**src/rtl/booth_result_reader.sv**
```systemverilog
// ---------------------------------------------------------------------------
// booth_result_reader
//
// Reads the Booth multiplier's result off the shared outbus. When the control
// unit pulses start, the block strobes oe_a for one cycle (capturing A as the
// high byte), then oe_q for one cycle (capturing Q as the low byte), and then
// presents the assembled {A,Q} product on a valid/ready handshake.
//
// Ports
//   clk      in   rising-edge clock
//   rst      in   asynchronous reset, active-high
//   start    in   1-cycle pulse: product is ready in A:Q
//   obus     in   [WIDTH-1:0] shared outbus
//   oe_a     out  output enable to A (one cycle)
//   oe_q     out  output enable to Q (one cycle, after oe_a)
//   prod     out  [2*WIDTH-1:0] assembled product {A,Q}
//   prod_neg out  sign bit of prod
//   valid    out  prod is available to the consumer
//   ready    in   consumer accepts prod when valid && ready
//   busy     out  high in every state except IDLE
// ---------------------------------------------------------------------------
module booth_result_reader #(
    parameter int WIDTH = 8
) (
    input  logic                 clk,
    input  logic                 rst,
    input  logic                 start,
    input  logic [WIDTH-1:0]     obus,
    output logic                 oe_a,
    output logic                 oe_q,
    output logic [2*WIDTH-1:0]   prod,
    output logic                 prod_neg,
    output logic                 valid,
    input  logic                 ready,
    output logic                 busy
);

    typedef enum logic [1:0] {
        IDLE  = 2'd0,
        DRV_A = 2'd1,
        DRV_Q = 2'd2,
        OUT   = 2'd3
    } state_t;

    state_t             state_q;
    logic [WIDTH-1:0]   hi_q;
    logic [2*WIDTH-1:0] prod_q;
    logic               oe_a_q;
    logic               oe_q_q;
    logic               valid_q;
    logic               busy_q;

    // Strobes and flags are registered alongside the state so they are
    // glitch-free; the async reset clears them immediately, which releases
    // the bus as soon as rst rises.
    always_ff @(posedge clk or posedge rst) begin
        if (rst) begin
            state_q <= IDLE;
            hi_q    <= '0;
            prod_q  <= '0;
            oe_a_q  <= 1'b0;
            oe_q_q  <= 1'b0;
            valid_q <= 1'b0;
            busy_q  <= 1'b0;
        end else begin
            case (state_q)
                IDLE: begin
                    if (start) begin
                        state_q <= DRV_A;
                        oe_a_q  <= 1'b1;
                        busy_q  <= 1'b1;
                    end
                end
                DRV_A: begin
                    hi_q    <= obus;
                    state_q <= DRV_Q;
                    oe_a_q  <= 1'b0;
                    oe_q_q  <= 1'b1;
                end
                DRV_Q: begin
                    prod_q  <= {hi_q, obus};
                    state_q <= OUT;
                    oe_q_q  <= 1'b0;
                    valid_q <= 1'b1;
                end
                OUT: begin
                    // Handshake; a start in the same cycle chains straight
                    // into the next read with no IDLE bubble.
                    if (ready) begin
                        valid_q <= 1'b0;
                        if (start) begin
                            state_q <= DRV_A;
                            oe_a_q  <= 1'b1;
                        end else begin
                            state_q <= IDLE;
                            busy_q  <= 1'b0;
                        end
                    end
                end
                default: begin
                    state_q <= IDLE;
                    oe_a_q  <= 1'b0;
                    oe_q_q  <= 1'b0;
                    valid_q <= 1'b0;
                    busy_q  <= 1'b0;
                end
            endcase
        end
    end

    assign oe_a     = oe_a_q;
    assign oe_q     = oe_q_q;
    assign valid    = valid_q;
    assign busy     = busy_q;
    assign prod     = prod_q;
    assign prod_neg = prod_q[2*WIDTH-1];

endmodule

```
**config.mk**
```make
export PLATFORM = sky130hd
export DESIGN_NAME = booth_result_reader
export DESIGN_NICKNAME = d
export VERILOG_FILES = /design/src/rtl/booth_result_reader.sv
export SDC_FILE = /design/constraint.sdc
export NUM_CORES = 1
export LEC_CHECK = 0
export ABC_AREA = 0
export BUFFER_PORTS_ARGS = -buffer_cell sky130_fd_sc_hd__buf_4
export CAP_MARGIN = 10
export CORE_MARGIN = 4
export CORE_UTILIZATION = 35
export CTS_CLUSTER_SIZE = 24
export DETAILED_ROUTE_END_ITERATION = 10
export SETUP_SLACK_MARGIN = 0.5
export SKIP_LAST_GASP = 1
export SLEW_MARGIN = 20
export SYNTH_ARGS = -nofsm -noshare
export SYNTH_HDL_FRONTEND = slang
export SYNTH_SLANG_ARGS = --single-unit
```
**constraint.sdc**
```tcl
create_clock -name clk -period 1.78 [get_ports clk]
set_input_delay 0.356 -clock clk [delete_from_list [all_inputs] [get_ports clk]]
set_output_delay 0.356 -clock clk [all_outputs]
set_load 0.01 [all_outputs]
```
==> metrics <==
status finished clean; htree depth 2; initial core utilization between 30% and 40%; vias in the first global route 920; Area growth syn-to-layout 50.6%; Yosys reg bits 30; crit path launch state_q[1]$_DFFE_PP0P_; max incr delay on CP around 0.47 ns; CTS buffer count 5; CP Capture Type flop; RSZ-0062 raised after global routing yes; Vias/cell around 4.8; pin count of the biggest net entering global routing 25; Ys Warns 0; DRT Wirelength around 2.9 mm; gr usage total a little over an eighth; Mapped Area between 1000 and 1500 sq um; Initial DRC Count 21; Clock Pin Slew Worst Setup and Hold Paths around 0.070 ns; Slew headroom between 70% and 80%; # rows 21; Max Cap Violations 0; drc violations 0; routed length per instance 15.8 um; Die Height 68.9 um; post-detail-place hpwl around 1.8 mm; drt first pass iters 4; Power Dens Cells around 2000 nW/um^2; period utilization about three quarters; highest-delay cell along the critical path dfrtp_2; first-pass GRT wire length approximately 4.4 mm; fmax between 700 and 800 MHz; layout net count ~150; Die ar. around 4700 sq um; die span in x between 60 and 70 um; GP Congestion between 0.7 and 0.8; final hold violations 0; post-synth cell types 24; crit path launch type flop; Pleak roughly 0.89 nW; core area roughly 3500 sq um; fin crit period 1.35 ns; Top Ports 33; most common cell after layout, fill and taps aside buf_4; dpl cells about 160; maximum vdd drop 0.930 mV; critical path data required time slightly below 2 ns; Setup CP Type reg -> reg; fin cells 183; fin. max-slew vios 0; Reg-to-Reg Start state_q[1]$_DFFE_PP0P_; Mapped Nets approximately 110; Buffers on Ports 32; worst-margin pin slew about 0.34 ns; number of hold buffers added after CTS 0; CTS Buffer Depth 2; post-route ant nets 0; final setup violation count 0; most frequent cells in the layout buf_4, dfrtp_1, mux2_1; clock sink count 30; Cells after Synth 89; antenna cell count 0; share of cells above drive strength 1 58.4%; CTS Root Cell clkbuf_8; Vias 877; worst-path maximum fanout 9; initial antenna violation count 0; worst path arrival time 1.51 ns; Setup Skew just over 0.009 ns; syn_area_per_cell ~15 sq um; grt total ovfl 0; CP Cell Sequence buf_6, ha_4, buf_12, mux2_1; Seq/Total Area, Yosys ~58%; Hold Path Class in -> async; setup TNS 0 ns; later-pin clock latency in the skew report approximately 0.28 ns; CTS tree built
## worst paths after layout
| path | to | slack [ns] | cells after the start |
|---|---|---|---|
| worst min register to register | prod[14]$_DFFE_PP0P_ | 0.48 | 1 |
| worst max-delay path | prod[11]$_DFFE_PP0P_ | 0.43 | 4 |
| worst min-delay path | oe_a$_DFFE_PP0P_ | 0.03 | 2 |
| max in group asynchronous | prod[3]$_DFFE_PP0P_ | 1.31 | 3 |
| worst max register to register | prod[11]$_DFFE_PP0P_ | 0.43 | 4 |
| min in group clk | hi_q[0]$_DFFE_PP0N_ | 0.30 | 2 |
## cells in the mapped netlist
cell type	count	area, sq um
buf_2	1	5.00
nand2b_1	1	6.26
nand2_1	1	3.75
nor2b_4	1	13.8
a211o_1	1	8.76
buf_6	1	11.3
a31oi_1	3	18.8
nor2_1	1	3.75
ha_1	6	75.1
nor3b_1	1	7.51
a22oi_1	1	7.51
nor2b_1	1	6.26
inv_2	2	7.51
buf_4	2	15.0
mux2_2	1	11.3
mux2_1	25	282
o2bb2ai_1	1	8.76
dfrtp_1	30	751
o21ai_1	1	5.00
and4bb_1	1	12.5
mux2i_1	1	10.0
inv_1	3	11.3
a211oi_1	1	7.51
a21oi_1	2	10.0
## critical path: cells and delay by family (launching register included)
family / cells / cell delay (ns)
muxes: 1 / 0.30
buffers and inverters: 2 / 0.29
DFF: 1 / 0.47
adders and majority gates: 1 / 0.17
## cell type report
class                   count  area (sq um)
clock buffers               7          86.3
fillers                   303          1510
flip-flops and latches     30           753
inverters                   5          26.3
multi-input cells          50           652
repair buffers             44           375
clock inverters             1          5.00
well taps                  46          57.6
## state kept, by name (all words and copies together) (netlist names)
name     count
prod        16
hi_q         8
oe_q         1
valid        1
oe_a         1
state_q      2
busy         1
## per-stage QoR
step                      power (mW)  util [%]  setup WS (ns)  hold WS (ns)  area [sq um]
after global placement          2.79      47.3          0.345         0.342          1640
after global routing            4.21      56.4          0.404        0.0489          1960
final                           3.96      56.4          0.430        0.0283          1960
after CTS                       3.84      55.1          0.446        0.0404          1910
after floorplan                 2.30         -          0.457         0.447          1360
after detailed placement        2.86      47.3          0.274         0.343          1640
## metal layers
| metal | track usage (%) | vias to the layer above | part of all wire, % |
|---|---|---|---|
| li1 | - | 404 | - |
| met1 | 15.2 | 441 | 41 |
| met2 | 22.0 | 23 | 51 |
| met3 | 5.02 | 9 | 5.5 |
| met4 | 8.03 | 0 | 2.7 |
| met5 | 0 | - | 0 |
## kinds of logic after synthesis
group / count (synthesis) / share of synthesized area, %
AO/OA/AOI/OAI: 10 / 5.11
adder cells (fa/ha/maj): 6 / 5.78
buffers and inverters: 9 / 3.85
flip-flops: 30 / 57.8
multiplexers: 27 / 23.3
AND/OR/NAND/NOR: 7 / 4.14
## power breakdown
part / switching [mW] / internal [mW]
Combinational: 0.832 / 1.29
Sequential: 0.230 / 1.05
Clock: 0.250 / 0.311
## timing repair
item | 4_1_cts | 5_1_grt
pin swaps | 4 | 5
cloned | 0 | 0
setup buffers | 11 | 0
gates resized for setup | 14 | 9
endpoints found under the setup margin | 30 | 29
Note: power is estimated with default switching activity, not from simulation.
